### src/rtl/irq_pkg.sv
// Shared constants for the interrupt controller: register offsets, FSM encoding
// and the CAUSE word layout.
package irq_pkg;

    localparam logic [31:0] MASK_OFS  = 32'd0;
    localparam logic [31:0] PEND_OFS  = 32'd4;
    localparam logic [31:0] CAUSE_OFS = 32'd8;

    localparam logic [1:0] IDLE    = 2'd0;
    localparam logic [1:0] ASSERT  = 2'd1;
    localparam logic [1:0] SERVICE = 2'd2;

    localparam int CAUSE_VALID_BIT = 31;

    function automatic logic [31:0] causeWord(input logic valid, input logic [2:0] idx);
        logic [31:0] w;
        w = 32'd0;
        w[CAUSE_VALID_BIT] = valid;
        w[2:0] = idx;
        return w;
    endfunction

endpackage

### src/rtl/irq_controller_if.sv
// Peripheral bus slice seen by the interrupt controller: address, write data,
// strobes and combinational read data.
interface irq_controller_if;

    logic [31:0] addr;
    logic [31:0] wdata;
    logic [31:0] rdata;
    logic        mem_write;
    logic        mem_read;

    modport master (output addr, output wdata, output mem_write, output mem_read, input rdata);
    modport slave  (input addr, input wdata, input mem_write, input mem_read, output rdata);

endinterface

### src/rtl/irq_prio_enc.sv
// Combinational lowest-index priority encoder over the active request vector.
module irq_prio_enc #(
    parameter int NUM_SRC = 4
) (
    input  logic [NUM_SRC-1:0] req,
    output logic               any,
    output logic [2:0]         idx
);

    // scan from the top down so the smallest set index is the last one written
    always_comb begin
        idx = 3'd0;
        for (int i = NUM_SRC - 1; i >= 0; i--) begin
            idx = req[i] ? 3'(i) : idx;
        end
        any = |req;
    end

endmodule

### src/rtl/irq_controller.sv
// Interrupt controller: edge-latched requests, software mask, lowest-index pick
// and a one-at-a-time ack/done handshake with the core.
module irq_controller
    import irq_pkg::*;
#(
    parameter int          NUM_SRC   = 4,
    parameter logic [31:0] BASE_ADDR = 32'h40000030
) (
    input  logic               clk,
    input  logic               reset,
    input  logic [NUM_SRC-1:0] src_irq,
    input  logic               kernel_mode,
    input  logic               irq_ack,
    input  logic               irq_done,
    irq_controller_if.slave    bus,
    output logic               IRQ
);

    logic [NUM_SRC-1:0] srcPrev_r;
    logic [NUM_SRC-1:0] mask_r;
    logic [NUM_SRC-1:0] pend_r;
    logic [1:0]         state_r;
    logic               causeValid_r;
    logic [2:0]         causeIdx_r;
    logic               irq_r;

    logic [NUM_SRC-1:0] edge_s;
    logic [NUM_SRC-1:0] active_s;
    logic [NUM_SRC-1:0] selOneHot_s;
    logic [NUM_SRC-1:0] pendClr_s;
    logic [NUM_SRC-1:0] pendNext_s;
    logic               any_s;
    logic [2:0]         sel_s;
    logic               maskWe_s;
    logic               pendWe_s;
    logic               ackTaken_s;
    logic [1:0]         stateNext_s;
    logic [31:0]        rdata_s;
    logic               unusedWdata_s;

    assign edge_s        = src_irq & ~srcPrev_r;
    assign active_s      = pend_r & mask_r;
    assign maskWe_s      = bus.mem_write && (bus.addr == (BASE_ADDR + MASK_OFS));
    assign pendWe_s      = bus.mem_write && (bus.addr == (BASE_ADDR + PEND_OFS));
    assign unusedWdata_s = ^bus.wdata;

    irq_prio_enc #(.NUM_SRC(NUM_SRC)) u_prio (
        .req (active_s),
        .any (any_s),
        .idx (sel_s)
    );

    // state transition; ack outranks a same-cycle loss of the request
    always_comb begin
        stateNext_s = state_r;
        ackTaken_s  = 1'b0;
        case (state_r)
            IDLE: begin
                if (any_s && !kernel_mode) stateNext_s = ASSERT;
                else                       stateNext_s = IDLE;
            end
            ASSERT: begin
                if (irq_ack) begin
                    ackTaken_s  = 1'b1;
                    stateNext_s = SERVICE;
                end else if (!any_s) begin
                    stateNext_s = IDLE;
                end else begin
                    stateNext_s = ASSERT;
                end
            end
            SERVICE: begin
                if (irq_done) stateNext_s = IDLE;
                else          stateNext_s = SERVICE;
            end
            default: stateNext_s = IDLE;
        endcase
    end

    // pending update: W1C and ack clear, new edges set and win on overlap
    always_comb begin
        for (int i = 0; i < NUM_SRC; i++) begin
            selOneHot_s[i] = (sel_s == 3'(i));
        end
        pendClr_s = {NUM_SRC{1'b0}};
        if (pendWe_s) pendClr_s = pendClr_s | bus.wdata[NUM_SRC-1:0];
        else          pendClr_s = pendClr_s;
        if (ackTaken_s) pendClr_s = pendClr_s | (selOneHot_s & active_s);
        else            pendClr_s = pendClr_s;
        pendNext_s = (pend_r & ~pendClr_s) | edge_s;
    end

    // register file, FSM state and the registered IRQ output
    always_ff @(posedge clk) begin
        if (reset) begin
            srcPrev_r    <= {NUM_SRC{1'b0}};
            mask_r       <= {NUM_SRC{1'b0}};
            pend_r       <= {NUM_SRC{1'b0}};
            state_r      <= IDLE;
            causeValid_r <= 1'b0;
            causeIdx_r   <= 3'd0;
            irq_r        <= 1'b0;
        end else begin
            srcPrev_r <= src_irq;
            pend_r    <= pendNext_s;
            state_r   <= stateNext_s;
            irq_r     <= (stateNext_s == ASSERT);
            if (maskWe_s) mask_r <= bus.wdata[NUM_SRC-1:0];
            if (ackTaken_s) begin
                causeValid_r <= 1'b1;
                causeIdx_r   <= sel_s;
            end else if ((state_r == SERVICE) && irq_done) begin
                causeValid_r <= 1'b0;
            end
        end
    end

    // bus read mux, zero unless a mapped register is being read
    always_comb begin
        rdata_s = 32'd0;
        if (bus.mem_read) begin
            if (bus.addr == (BASE_ADDR + MASK_OFS))       rdata_s = 32'(mask_r);
            else if (bus.addr == (BASE_ADDR + PEND_OFS))  rdata_s = 32'(pend_r);
            else if (bus.addr == (BASE_ADDR + CAUSE_OFS)) rdata_s = causeWord(causeValid_r, causeIdx_r);
            else                                          rdata_s = 32'd0;
        end else begin
            rdata_s = 32'd0;
        end
    end

    assign bus.rdata = rdata_s;
    assign IRQ       = irq_r;

endmodule
### src/flat_wrapper.sv
// flat-port wrapper written by rule: the top's interface ports become plain ports
module irq_controller_flat import irq_pkg::*;
#(
    parameter int          NUM_SRC   = 4,
    parameter logic [31:0] BASE_ADDR = 32'h40000030
)
  (clk, reset, src_irq, kernel_mode, irq_ack, irq_done, IRQ, bus_addr, bus_wdata, bus_mem_write, bus_mem_read, bus_rdata);
  irq_controller_if bus_i ();
  input  logic clk;
  input  logic reset;
  input  logic [NUM_SRC-1:0] src_irq;
  input  logic kernel_mode;
  input  logic irq_ack;
  input  logic irq_done;
  output logic IRQ;
  input wire logic [$bits(bus_i.addr)-1:0] bus_addr;
  input wire logic [$bits(bus_i.wdata)-1:0] bus_wdata;
  input wire logic [$bits(bus_i.mem_write)-1:0] bus_mem_write;
  input wire logic [$bits(bus_i.mem_read)-1:0] bus_mem_read;
  output wire logic [$bits(bus_i.rdata)-1:0] bus_rdata;
  assign bus_i.addr = bus_addr;
  assign bus_i.wdata = bus_wdata;
  assign bus_i.mem_write = bus_mem_write;
  assign bus_i.mem_read = bus_mem_read;
  assign bus_rdata = bus_i.rdata;
  irq_controller #(.NUM_SRC(NUM_SRC), .BASE_ADDR(BASE_ADDR)) u_core (.clk(clk), .reset(reset), .src_irq(src_irq), .kernel_mode(kernel_mode), .irq_ack(irq_ack), .irq_done(irq_done), .bus(bus_i), .IRQ(IRQ));
endmodule
### config.mk
export PLATFORM = sky130hd
export DESIGN_NAME = irq_controller_flat
export DESIGN_NICKNAME = d
export VERILOG_FILES = /design/src/rtl/irq_pkg.sv /design/src/rtl/irq_controller_if.sv /design/src/rtl/irq_prio_enc.sv /design/src/rtl/irq_controller.sv /design/src/flat_wrapper.sv
export SDC_FILE = /design/constraint.sdc
export NUM_CORES = 1
export LEC_CHECK = 0
export CAP_MARGIN = 20
export CORE_MARGIN = 8
export CORE_UTILIZATION = 28
export DETAILED_ROUTE_END_ITERATION = 7
export PLACE_DENSITY = 0.86
export RECOVER_POWER = 100
export SETUP_SLACK_MARGIN = 0.05
export SYNTH_ARGS = -nofsm -noshare
export SYNTH_HDL_FRONTEND = slang
export SYNTH_SLANG_ARGS = --single-unit
### constraint.sdc
create_clock -name clk -period 1.2 [get_ports clk]
set_input_delay 0.18 -clock clk [delete_from_list [all_inputs] [get_ports clk]]
set_output_delay 0.18 -clock clk [all_outputs]
set_load 0.1 [all_outputs]
Word-level counts from Yosys, hierarchy flattened
Cells that the tools add are included.

Bits in registers: 19. Bits of input ports: 75. Output and inout port bits: 33. Word-level logic and storage cells: 52.

Equal/unequal tests: 9. Muxes and demuxes: 19. Bitwise gates (word level): 8. Reductions and logical operators: 9.

Operators by type and width (number): 32-bit 2-to-1 mux (4); 32-bit by 31-bit equality test with 1-bit output (second input constant) (3); 4-bit bitwise AND (4); 3-bit 2-to-1 mux (3); 4-bit 2-to-1 mux (2); 4-bit inverter (2); 4-bit bitwise OR (2); 3-bit by 2-bit equality test with 1-bit output (second input constant) (2); 1-bit 2-to-1 mux (6); 2-bit 2-to-1 mux (3); 2-bit case mux with 3 select lines (1); 2-bit by 1-bit equality test with 1-bit output (second input constant) (2); 1-bit logical AND (4); 4-bit OR reduction (1); 3-bit by 1-bit equality test with 1-bit output (second input constant) (1); 3-bit logical NOT (1); 2-bit equality test (second input constant) (1); 2-bit logical NOT (1); 2-bit nonzero test (1); 1-bit logical NOT (1).

Logic depth before layout (Yosys ltp)
Word-level depth: 12. Gate-level depth with buffers: 5. Gate-level depth less buffers: 4.

By module
From an unflattened synthesis, not the netlist that was laid out.

Cells, all modules: 159. Area total of the unflattened synthesis: 1376.3 sq um.

By module, submodules not included: irq_controller (instances 1, cells an instance 150, area each 1330.0 sq um, seq. area each 380.4 sq um); irq_prio_enc (instances 1, cells an instance 9, area each 46.3 sq um, seq. area each 0.0 sq um).

Worst setup path before layout
Ideal clock, no wire load.

Kind: input to output. Start point: input port bus_addr[29]. End point: output port bus_rdata[2]. Arrival time: 3079 ps. Required time: 1020 ps. Setup slack: -2059 ps. Stages on the path: 5. Path buffers: 1. Cells stage by stage: nor4b_1 -> and4_1 -> buf_4 -> nand4_2 -> nor3_1.

Word-level cells in the longest chain between the ends: 5. Elaborated cells between the ends (all ways): 7. Classes of those cells: 3 x eq/ne; 4 x mux.

RTL lines: from (decl) (RTL line flat_wrapper.sv:16) `input wire logic [$bits(bus_i.addr)-1:0] bus_addr;`; 32-bit by 31-bit equality test with 1-bit output (RTL line irq_controller.sv:124) `else if (bus.addr == (BASE_ADDR + CAUSE_OFS)) rdata_s = causeWord(causeValid_r, causeIdx_r);`; 32-bit 2-to-1 mux (RTL line irq_controller.sv:124); 32-bit 2-to-1 mux (RTL line irq_controller.sv:123) `else if (bus.addr == (BASE_ADDR + PEND_OFS)) rdata_s = 32'(pend_r);`; 32-bit 2-to-1 mux (*) (RTL line irq_controller.sv:122) `if (bus.addr == (BASE_ADDR + MASK_OFS)) rdata_s = 32'(mask_r);`; 32-bit 2-to-1 mux (*) (RTL line irq_controller.sv:121) `if (bus.mem_read) begin`; to (decl) (RTL line flat_wrapper.sv:20) `output wire logic [$bits(bus_i.rdata)-1:0] bus_rdata;`.

Mark *: on every way between the ends. The rest lies on a longest branch, timed or not.

Worst setup path after layout
Start point: input port bus_addr[27]. End point: output port bus_rdata[0].

Same word-level chain as after synthesis.

==> impl_metrics.csv <==
group,metric,value,unit
synthesis,synth-seq-cells,18,
critical_path,start_kind,"input port",
sta,period_share,139,%
place,numPortBuffers,52,
sta,fin_skew,1.17,ps
grt,grt_pass1_wl,5880,µm
layout,fillers,370,
power_and_ir_drop,pwr-share-clk,27.4,%
synthesis,synth-seq-area-share,30.1,%
synthesis,synthDistinctLibCells,34,
clocking,clock_path_buffers,2,
grt,grt_max_degree,11,
power_and_ir_drop,pwr-share-comb,36.9,%
synthesis,yosysWarnings,0,
floorplanning,start_util,29.5,%
run_status,status,"finished, violations left",
route,first_iter_violations,88,
floorplanning,chipWidth,81.4,µm
critical_path,reg2reg_to,"u_core.causeIdx_r[1]",
critical_path,required,1020,ps
sta,min_period,1670,ps
worst_hold_path,hold-path-cell-count,2,
sta,setup_ws,-470,ps
critical_path,r2r_setup_slack,100,ps
route,via_per_inst,4.88,
synthesis,netlist_top_cells_area,"dfxtp_1 (30%), buf_4 (18%), nand4_1 (5.2%)",
critical_path,crit_chain,"buf_2 -> nor4_4 -> and4_4 -> nand4_4 -> buf_6 -> nor2_4 -> buf_12",
critical_path,crit_fanout,4,
power_and_ir_drop,seqPwrFrac,35.7,%
grt,grtUsageTotal,11.2,%
synthesis,ys.flop_type,"dfxtp_1",
critical_path,critPathLaunch,"bus_addr[27]",
power_and_ir_drop,switchingPower,0.701,mW
place,gp_congestion,0.798,
synthesis,yosysTopAreaCellShare,30.1,%
clocking,cts_inserted_buffers,3,
sta,fin_hold_ws,459,ps
grt,antenna_found_initial,0,
floorplanning,die_h,81.4,µm
run_status,violations,"setup timing",
synthesis,syn_inst,145,
sta,rsz0062_at_grt,"yes",
sta,setup_viol,17,
synthesis,post-synth-top-count-cell,"buf_4",
route,routed_wl,4360,µm
critical_path,endpoint_kind,"output port",
layout,design_area,2100,µm²
synthesis,synth_edf_count,0,
synthesis,synthTopCellsByCount,"buf_4 (28), dfxtp_1 (18), a21oi_1 (11), nand4_1 (10), nor2_1 (10)",
route,num_vias,1322,
grt,grt_pass1_vias,1282,
route,drcViolationCount,0,
route,wire_per_inst,16.1,µm
power_and_ir_drop,p_int,1.08,mW
critical_path,worstPathArrival,1490,ps
place,dp_slack,-873,ps
power_and_ir_drop,switching_share,39.4,%
floorplanning,coreArea,4060,µm²
worst_hold_path,hold_path.class,"reg -> reg",
synthesis,async_flop_share,0,%
place,dp_hpwl,3110,µm
clocking,clockRootBuffer,"clkbuf_8",
layout,nets,297,
layout,num_antenna_cells,0,
synthesis,yosysTopAreaCell,"dfxtp_1",
sta,drv_slew,0,
clocking,htree_num_levels,1,
critical_path,worstRegToRegCells,4,
critical_path,slowest_stage,"nor4_4",
layout,synthToLayoutAreaGrowth,74.9,%
layout,drive_gt1_share,37.6,%
sta,finalHoldViolCount,0,
clocking,clk_latency,250,ps
floorplanning,die-area,6630,µm²
grt,gr-total-overflow,0,
critical_path,slowest_delay,300,ps
route,ant_nets,0,
floorplanning,rows,23,
power_and_ir_drop,peakVddDrop,339,µV
power_and_ir_drop,leakage,0.902,nW
critical_path,critPathKind,"in -> out",
power_and_ir_drop,p_per_area,847,nW/µm²
synthesis,syn_area_per_cell,8.27,µm²
flow_run,maxCapViolCount,0,
clocking,postCtsHoldBufs,0,
floorplanning,io_pins,108,
clocking,cts_tree,"built",
critical_path,reg2reg_from,"u_core.state_r[1]",
route,first_pass_iters,4,
place,place_area,1950,µm²
sta,fmax,599,MHz
synthesis,synthesis.area,1200,µm²
clocking,clkSinkCount,18,
critical_path,worstSetupEndpoint,"bus_rdata[0]",
clocking,clk_pin_slew,60,ps
-- registers in the layout, summed over array words and instances (netlist names) --
signal               flops
u_core.state_r           2
u_core.causeIdx_r        2
u_core.pend_r            4
u_core.IRQ               1
u_core.causeValid_r      1
u_core.mask_r            4
u_core.srcPrev_r         4
-- placed cells by master, fill, tap and decap left out, drive strengths merged, types with 3 or more instances in the layout --
master,Yosys,final
nor4,5,5
o41ai,4,4
nor2b,8,8
nand3,5,5
dfxtp,18,18
conb,1,27
clkdlybuf4s50,0,9
clkbuf,4,9
nor3,4,4
a41o,3,3
dlygate4sd3,0,4
nor2,10,10
mux2i,4,4
nand2,9,9
nand4,11,11
a21oi,11,11
dlygate4sd2,0,5
clkdlybuf4s15,0,6
buf,29,49
inv,3,3
-- how the worst min path moves through the flow --
stage,start,to,slack [ps]
CTS,bus_addr[31],u_core.pend_r[0],450
global route,u_core.causeIdx_r[1],u_core.causeIdx_r[1],480
finish,u_core.causeIdx_r[1],u_core.causeIdx_r[1],460
global placement,u_core.srcPrev_r[0],u_core.pend_r[0],440
floorplan,reset,u_core.srcPrev_r[1],260
detailed placement,u_core.srcPrev_r[0],u_core.pend_r[0],450
-- logic make-up after synthesis --
group / synth area share [%]
buffers and inverters: 20.1
muxes: 3.34
other: 0.313
DFF: 30.1
and+or+nand+nor: 31.8
AOI/OAI and AO/OA: 14.3
-- area by class of cell --
type,instances,area (µm²),share of cell area (%)
Multi-Input combinational cell,117,901,43.0
Sequential cell,18,360,17.2
Clock buffer,4,55.1,2.63
Tap cell,50,62.6,2.98
Inverter,3,11.3,0.537
Timing Repair Buffer,79,707,33.7
-- power by group through the flow --
| stage | clock, mW | sequential (mW) | combinational [mW] |
|---|---|---|---|
| 6_report | 0.488 | 0.634 | 0.655 |
| 5_1_grt | 0.524 | 0.637 | 0.679 |
| 4_1_cts | 0.507 | 0.630 | 0.642 |
| 3_5_place_dp | 0 | 0.644 | 0.661 |
| 3_3_place_gp | 0 | 0.644 | 0.654 |
| 2_1_floorplan | 0 | 0.642 | 0.513 |
-- layer usage --
| metal | up-vias | track usage (%) | routed length [µm] |
|---|---|---|---|
| li1 | 633 | - | - |
| met5 | - | 0 | 0 |
| met4 | 0 | 1.61 | 80 |
| met2 | 53 | 22.5 | 2480 |
| met1 | 628 | 11.2 | 1470 |
| met3 | 8 | 3.28 | 330 |
-- metrics by stage --
stage / util (%) / TNS, ps / total power [mW] / cells
finish: 51.7 / -3870 / 1.78 / 271
global route: 51.7 / -4490 / 1.84 / 271
floorplan: - / -3210 / 1.15 / 171
detailed placement: 48.0 / -9990 / 1.31 / 256
global placement: 48.0 / -9470 / 1.30 / 256
CTS: 50.2 / -3440 / 1.78 / 267
-- repair_timing --
item	in CTS	in global routing
setup endpoints to repair	14	14
cloned	0	0
buffers inserted	14	5
gates resized for setup	104	19
pin swaps	20	14
-- critical path, delay by kind of cell --
kind	cells	cell delay [ps]
simple gates	4	820
buf+inv	3	490
No activity file was read; power rests on OpenSTA's default activity.
